<file path="src/rtl/pkt_extract.sv">
// Receives five-word packets, holds their fields, screens them and hands valid ones
// to the Q-table update stage with a one-cycle start pulse and a completion watchdog.
module pkt_extract #(
   parameter int WORD_WIDTH = 16,
   parameter int WD_LIMIT   = 255
) (
   input  logic                  clock,
   input  logic                  nrst,
   input  logic [WORD_WIDTH-1:0] myNodeID,
   input  logic [WORD_WIDTH-1:0] rx_data,
   input  logic                  rx_valid,
   input  logic                  rx_sop,
   output logic                  rx_ready,
   output logic [2:0]            fPacketType,
   output logic [WORD_WIDTH-1:0] fSourceID,
   output logic [WORD_WIDTH-1:0] fClusterID,
   output logic [WORD_WIDTH-1:0] fEnergyLeft,
   output logic [WORD_WIDTH-1:0] fQValue,
   output logic                  en,
   input  logic                  upd_done,
   output logic                  busy,
   output logic [7:0]            drop_count
);

   localparam int WD_W = (WD_LIMIT < 2) ? 1 : $clog2(WD_LIMIT);

   typedef enum logic [2:0] {
      S_IDLE, S_SRC, S_CLU, S_ENE, S_QV, S_CHECK, S_ISSUE, S_WAIT
   } state_t;

   state_t                state_q;
   logic [2:0]            type_q;
   logic [WORD_WIDTH-1:0] src_q, clu_q, ene_q, qv_q;
   logic [7:0]            drop_q;
   logic [7:0]            drop_d;
   logic [WD_W-1:0]       wd_q;
   logic                  upd_q;
   logic                  en_q;
   logic                  accept;
   logic                  pkt_bad;
   logic                  upd_rise;

   assign rx_ready = (state_q == S_IDLE) || (state_q == S_SRC) || (state_q == S_CLU) ||
                     (state_q == S_ENE)  || (state_q == S_QV);
   assign busy     = (state_q != S_IDLE);
   assign accept   = rx_valid && rx_ready;
   assign drop_d   = (drop_q == 8'hFF) ? drop_q : drop_q + 8'd1;
   assign pkt_bad  = (type_q == 3'd0) || (type_q > 3'd4) ||
                     (src_q == myNodeID) || (src_q == '1);
   // A level already high when S_WAIT is entered is stale; only a fresh edge completes.
   assign upd_rise = upd_done && !upd_q;

   always_ff @(posedge clock or negedge nrst) begin
      if (!nrst) begin
         state_q <= S_IDLE;
         type_q  <= '0;
         src_q   <= '0;
         clu_q   <= '0;
         ene_q   <= '0;
         qv_q    <= '0;
         drop_q  <= '0;
         wd_q    <= '0;
         upd_q   <= 1'b0;
         en_q    <= 1'b0;
      end else begin
         upd_q <= upd_done;
         en_q  <= 1'b0;
         if (accept && rx_sop) begin
            // A header mid-packet aborts the partial packet and starts a new one.
            type_q  <= rx_data[WORD_WIDTH-1 -: 3];
            state_q <= S_SRC;
            if (state_q != S_IDLE) drop_q <= drop_d;
         end else begin
            case (state_q)
               S_IDLE: ;
               S_SRC: if (accept) begin src_q <= rx_data; state_q <= S_CLU; end
               S_CLU: if (accept) begin clu_q <= rx_data; state_q <= S_ENE; end
               S_ENE: if (accept) begin ene_q <= rx_data; state_q <= S_QV;  end
               S_QV:  if (accept) begin qv_q  <= rx_data; state_q <= S_CHECK; end
               S_CHECK: begin
                  if (pkt_bad) begin
                     drop_q  <= drop_d;
                     state_q <= S_IDLE;
                  end else begin
                     en_q    <= 1'b1;
                     state_q <= S_ISSUE;
                  end
               end
               S_ISSUE: begin
                  wd_q    <= '0;
                  state_q <= S_WAIT;
               end
               S_WAIT: begin
                  if (upd_rise) begin
                     state_q <= S_IDLE;
                  end else if (wd_q == WD_W'(WD_LIMIT - 1)) begin
                     drop_q  <= drop_d;
                     state_q <= S_IDLE;
                  end else begin
                     wd_q <= wd_q + 1'b1;
                  end
               end
               default: state_q <= S_IDLE;
            endcase
         end
      end
   end

   assign en          = en_q;
   assign fPacketType = type_q;
   assign fSourceID   = src_q;
   assign fClusterID  = clu_q;
   assign fEnergyLeft = ene_q;
   assign fQValue     = qv_q;
   assign drop_count  = drop_q;

endmodule

</file>
<file path="config.mk">
export PLATFORM = sky130hd
export DESIGN_NAME = pkt_extract
export DESIGN_NICKNAME = d
export VERILOG_FILES = /design/src/rtl/pkt_extract.sv
export SDC_FILE = /design/constraint.sdc
export NUM_CORES = 1
export LEC_CHECK = 0
export CAP_MARGIN = 20
export CORE_ASPECT_RATIO = 0.75
export CORE_MARGIN = 5
export CORE_UTILIZATION = 47
export CTS_CLUSTER_SIZE = 24
export DETAILED_ROUTE_END_ITERATION = 10
export PLACE_DENSITY_LB_ADDON = 0.3
export SLEW_MARGIN = 25
export SYNTH_ARGS = -nofsm -noshare
export SYNTH_HDL_FRONTEND = slang
export SYNTH_SLANG_ARGS = --single-unit
</file>
<file path="constraint.sdc">
create_clock -name clock -period 2.7 [get_ports clock]
set_clock_uncertainty 0.2 [all_clocks]
set_input_delay 0.675 -clock clock [delete_from_list [all_inputs] [get_ports clock]]
set_output_delay 0.675 -clock clock [all_outputs]
set_load 0.005 [all_outputs]
</file>
==> summary.md, run 1 <==
| Metric | Value |
|---|---|
| Status | completed |
| GPL Wtd Cong | about 0.84 |
| Max-cap violations | 0 |
| Gate power share | 40.4% |
| Drt first pass iters | 5 |
| Relative slew slack | between 60% and 70% |
| Most common cell after layout, fill and taps aside | clkdlybuf4s50_1 |
| XOR/XNOR Fraction of Synth Area | 6.827% |
| Post-route DRC violation count | 0 |
| Critical Path Start Type | flop |
| Core Box Area | 7953 um2 |
| Adder-cell area share of the yosys netlist | less than 1% |
| Switch Pwr | 1693 uW |
| Unrepaired setup endpoints after global routing | no |
| Post-CTS sizing | 0 |
| Fmax | ~0.4 GHz |
| Distinct cells, synth | 33 |
| Die Width | 114.5 um |
| Number of global-route vias before repair | 2985 |
| CP Class | flop to primary output |
| Antenna-violating nets left | 0 |
| Iter 0 DRT Violations | 96 |
| DIE AREA | 10120 um2 |
| Number of diodes | 0 |
| Slew @ Worst Pin | roughly 550 ps |
| CP required | 1820 ps |
| CTS sink count | 88 |
| Buffers on Ports | ~110 |
| Sw Share | a little under a third |
| WHS | 102.8 ps |
| Post-CTS Setup Bufs | 0 |
| Worst flop-to-flop path startpoint | fSourceID[15]$_DFFE_PN0P_ |
| Die height | 88.37 um |
| Total CTS buffers | 9 |
| Global route total overflow | 0 |
| Clock transition at path regs | ~90 ps |
| Largest net degree at the start of global routing | 43 |
| CP arrival | 1660 ps |
| Final-layout fill cell count | ~600 |
| Num rows | 28 |
| Flops & latches, synth | 88 |
| Routed wire length | ~9500 um |
| Simple-gate share of the synthesized area | 9.590% |
| Largest family of logic cells by synthesized area | multiplexers |
| DP HPWL | 7027 um |
| Final worst slack | 168.1 ps |
| Synth top area share | 57.22% |
| Nature of the critical path endpoint | primary output |
| Ys Warns | 0 |
| CTS max path bufs | 2 |
| Worst-Skew Late Latency | 350 ps |
| DR vias | 2830 |
| Syn Nets | 333 |
| Via density | 5.330 |
| Clk pwr share | 17.6% |
| Initial antenna violation count | 0 |
| Setup Viol. Count Final | 0 |
| Area leader, netlist | dfrtp_1 |
| Crit share post-route | 93.78% |
| Initial Utilization | 48.40% |
| Reg power frac | 42.0% |
| Layout cells sized above 1 | a little under a quarter |
| Core Util, Final | approximately two thirds |
| Reg2Reg Depth | 5 |
| Total power draw | 5590 uW |
| Synthesized area per cell | ~13 um2 |
| Final-report max-slew violation count | 0 |
| Final hold vios | 0 |
| Routed length per instance | 17.88 um |
| Crit path time final | roughly 2500 ps |
| Fin nets | about 460 |
| Power per standard cell area | just over 1000 nW/um2 |
| Hold Path Class | input port to async pin |
| Area contributors post-synth | dfrtp_1 (57%), mux2_2 (20%), xnor2_1 (5.5%) |
| Area of the mapped netlist | 3849 um2 |
| H-tree levels | 3 |
| Reg2Reg Setup Slack | 510 ps |
| Critical path peak fanout | 12 |
| Synth Area in Compound Gates | 3.381% |
| Clock Tree Root | clkbuf_8 |
| Post-synthesis cell count | 293 |
| Total track usage | 19.53% |
| Post-synthesis mux area share | 19.90% |
| Post-Place Setup Slack | -157.1 ps |
| Post-synthesis sequential area ratio | 57.22% |
| Peak VDD IR | between 500 and 600 uV |
| P_int | 3896 uW |
| Worst R2R End | drop_count[1]$_DFFE_PN0P_ |
| CTS tree | yes |
| Wire length of the first global-routing pass | ~15000 um |
| Layout area overhead | 40.96% |
| P_leak | 0.002304 uW |
| I/O pins | about 120 |
| Most frequent cells in the layout | clkdlybuf4s50_1 (113), dfrtp_1 (87), mux2_2 (68) |
| Cts hold-fix bufs | 0 |
## layout make-up
cell class                      instances  area, um2  area share [%]
Clock buffer                           10      127.6           2.352
Clock inverter                          5      81.33           1.499
Inverter                                6      22.52          0.4151
Multi-Input combinational cell        189       1565           28.85
Sequential cell                        88       2203           40.61
Tap cell                              105      131.4           2.422
Timing Repair Buffer                  128       1294           23.85
## registers in the layout (all words and copies together) (netlist names)
name and count:
fClusterID 16, fEnergyLeft 16, fQValue 16, fSourceID 16, drop_count 8, wd_q 8
fPacketType 3, state_q 3, en 1, upd_q 1
## Yosys cell counts
| cell | n |
|---|---|
| a221oi_1 | 1 |
| o21ai_0 | 6 |
| nor4b_1 | 1 |
| nor2_1 | 17 |
| nor4_1 | 2 |
| o211ai_1 | 1 |
| dfrtp_1 | 88 |
| ha_1 | 3 |
| buf_2 | 5 |
| xnor2_1 | 24 |
| or4_1 | 1 |
| buf_4 | 2 |
| nand2b_1 | 2 |
| a21oi_1 | 5 |
| a31oi_1 | 3 |
| mux2_2 | 68 |
| inv_1 | 6 |
| o21a_1 | 1 |
| o41ai_1 | 1 |
| nor2b_1 | 2 |
| nor4_4 | 1 |
| o21ba_2 | 1 |
| nand2_1 | 8 |
| o22ai_1 | 1 |
| xor2_1 | 6 |
| or2_0 | 1 |
| clkbuf_1 | 2 |
| and3_1 | 5 |
| and4_1 | 2 |
| nand4_1 | 16 |
| nand3_1 | 9 |
| o31ai_1 | 1 |
| buf_6 | 1 |
## cell families after synthesis
family | after synthesis
and+or+nand+nor | 67
DFF | 88
AOI/OAI and AO/OA | 21
muxes | 68
buffers and inverters | 16
xor gates and xnor gates | 30
adders and majority gates | 3
## worst max-delay path by stage
stage                           start                        end  slack [ps]  depth (start not counted)
2_1_floorplan             myNodeID[5]  drop_count[1]$_DFFE_PN0P_         530                          6
3_3_place_gp              myNodeID[5]  drop_count[1]$_DFFE_PN0P_        -100                          7
3_5_place_dp              myNodeID[5]  drop_count[1]$_DFFE_PN0P_        -160                          7
4_1_cts        state_q[2]$_DFFE_PN0P_                       busy           8                          3
5_1_grt                   myNodeID[5]  drop_count[1]$_DFFE_PN0P_          60                          7
6_report       state_q[0]$_DFFE_PN0P_                       busy         170                          3
## power by group through the flow
| stage | sequential [uW] | combinational, uW | clock, uW |
|---|---|---|---|
| floorplan | 2270 | 943 | 0 |
| global placement | 2340 | 2230 | 0 |
| detailed placement | 2370 | 2280 | 0 |
| CTS | 2350 | 2300 | 1000 |
| global route | 2430 | 2460 | 1050 |
| finish | 2350 | 2260 | 983 |
## per-stage QoR
step	instances	setup TNS (ps)	instance area, um2
2_1_floorplan	293	0	3849
3_5_place_dp	516	-686.2	5215
4_1_cts	531	0	5424
3_3_place_gp	516	-267.5	5215
6_report	531	0	5425
5_1_grt	531	0	5425
## metal layers
| layer | routed length, um | GRT usage, % |
|---|---|---|
| met5 | 0 | 0 |
| met4 | 68 | 4.423 |
| met3 | 930 | 8.954 |
| met2 | 4537 | 31.43 |
| met1 | 3957 | 24.42 |
## critical path, stage by stage (launching register included)
cell and delay, ps:
dfrtp_1 560, nor2_1 130, nand2_1 100, clkdlybuf4s50_1 500
Note: power is estimated with default switching activity, not from simulation.
==> inputs of run 2 (changes only) <==
GPL_ROUTABILITY_DRIVEN = 1   (was default)
GPL_TIMING_DRIVEN = 0   (was default)
SLEW_MARGIN = default   (was 25)
==> run 2 against run 1 <==
Compared with the run above: critical path depth increased by 2; largest cell class unchanged; critical endpoint unchanged; highest routed layer unchanged; maximum frequency decreased by 2.6%; sequential power decreased by 3%; register-to-register slack about the same; total power decreased by 3.0%; clock power decreased by 17%; flip-flop and latch count unchanged; hold slack got worse by 9.3 ps; via count decreased by 2.0%.
==> summary.md, run 2 (same netlist as run 1, synthesis figures left out) <==
| Metric | Value |
|---|---|
| Clock Tree Root | clkbuf_8 |
| Multi-input logic area | 1580 um2 |
| DR vias | approximately 2.8k |
| Initial Utilization | between 40% and 50% |
| Routed wire length | 9370 um |
| Slew @ Worst Pin | 537.7 ps |
| Relative slew slack | 64.16% |
| Die Width | approximately 110 um |
| Setup Viol. Count Final | 0 |
| Critical path peak fanout | 10 |
| Register area | 2202 um2 |
| Final hold vios | 0 |
| Worst-Skew Late Latency | 370 ps |
| TNS Setup | 0 ps |
| CP required | 1820 ps |
| Buffers on Ports | around 110 |
| Number of global-route vias before repair | 2963 |
| Most common cell after layout, fill and taps aside | clkdlybuf4s50_1 |
| Peak VDD IR | 749.3 uV |
| CTS tree | yes |
| Nature of the critical path endpoint | primary output |
| Cts hold-fix bufs | 0 |
| Fin nets | 461 |
| Final-layout fill cell count | a little under 600 |
| Wire length of the first global-routing pass | 15280 um |
| CP arrival | 1720 ps |
| Layout cells sized above 1 | 23.53% |
| Global route total overflow | 0 |
| Num rows | 28 |
| Die height | 88.37 um |
| Number of diodes | 0 |
| Iter 0 DRT Violations | 95 |
| Most frequent cells in the layout | clkdlybuf4s50_1 (113), dfrtp_1 (88), mux2_2 (68) |
| CTS sink count | 88 |
| Unrepaired setup endpoints after global routing | yes |
| Total CTS buffers | 9 |
| Layout area overhead | 39.14% |
| Post-Place Setup Slack | -367.0 ps |
| DIE AREA | 10120 um2 |
| Final worst slack | 100.7 ps |
| Total track usage | 19.90% |
| Power per standard cell area | 1012 nW/um2 |
| Largest net degree at the start of global routing | 48 |
| Max-cap violations | 0 |
| Routed length per instance | 17.68 um |
| Reg2Reg Depth | 6 |
| Clock transition at path regs | ~80 ps |
| Crit share post-route | 96.27% |
| GPL Wtd Cong | 0.7906 |
| Crit path time final | 2599 ps |
| H-tree levels | 3 |
| CP Class | flop to primary output |
| Initial antenna violation count | 0 |
| P_leak | 0.002268 uW |
| Status | completed |
| Drt first pass iters | 4 |
| Design Area, Final | between 5000 and 6000 um2 |
| Final-report max-slew violation count | 0 |
| Antenna-violating nets left | 0 |
| Via density | 5.234 |
| Critical Path Start Type | flop |
| Post-route DRC violation count | 0 |
| Hold Path Class | input port to async pin |
| Placed cell areas | between 5000 and 6000 um2 |
| DP HPWL | 7060 um |
| Core Box Area | 7953 um2 |
| Fmax | 0.3847 GHz |
| CTS max path bufs | 2 |
| I/O pins | about 120 |
## run 2: layer usage
layer	vias up	share of wire (%)	track usage, %
met5	-	0	0
li1	1305	-	-
met3	12	11	10.59
met1	1370	42	24.71
met4	0	1.3	6.580
met2	87	46	30.06
## run 2: report_power, final
part / switching [uW] / internal (uW)
Combinational: 781 / 1530
Clock: 442 / 377
Sequential: 438 / 1860
Total: 1660 / 3760
## run 2: cell type report
type	count	area share, %
Sequential cell	88	41.12
Tap cell	105	2.453
Inverter	6	0.4206
Buffer	9	1.075
Timing Repair Buffer	118	22.20
Clock buffer	12	2.897
Multi-Input combinational cell	189	29.51
Clock inverter	3	0.3271
## run 2: worst max-delay path, cell delays in order (launching register included)
cell and delay (ps):
dfrtp_1 330, buf_4 150, clkbuf_4 200, inv_1 90, nand2_1 80, clkdlybuf4s50_1 510
## run 2: metrics by stage
step	utilization (%)	total power, uW	hold WS [ps]	instances
final	67.34	5421	93.51	530
after global routing	67.34	5803	127.6	530
after CTS	66.88	5479	99.41	528
after detailed placement	64.71	4635	287.3	513
after global placement	64.40	4570	277.3	512
after floorplan	-	3211	179.4	293
## run 2: what timing repair did
item,in CTS,in global routing
pin swaps,0,1
setup endpoints to repair,1,25
gates resized for setup,1,4
setup buffers,0,3
## run 2: final timing paths
check,endpoint,start,slack [ps]
worst max-delay path,busy,state_q[2]$_DFFE_PN0P_,100
worst min-delay path,wd_q[5]$_DFFE_PN0P_,nrst,90
min in group clock,drop_count[6]$_DFFE_PN0P_,drop_count[6]$_DFFE_PN0P_,290
worst min register to register,drop_count[6]$_DFFE_PN0P_,drop_count[6]$_DFFE_PN0P_,290
max in group asynchronous,fEnergyLeft[8]$_DFFE_PN0P_,nrst,1610
worst max register to register,drop_count[1]$_DFFE_PN0P_,fSourceID[3]$_DFFE_PN0P_,510
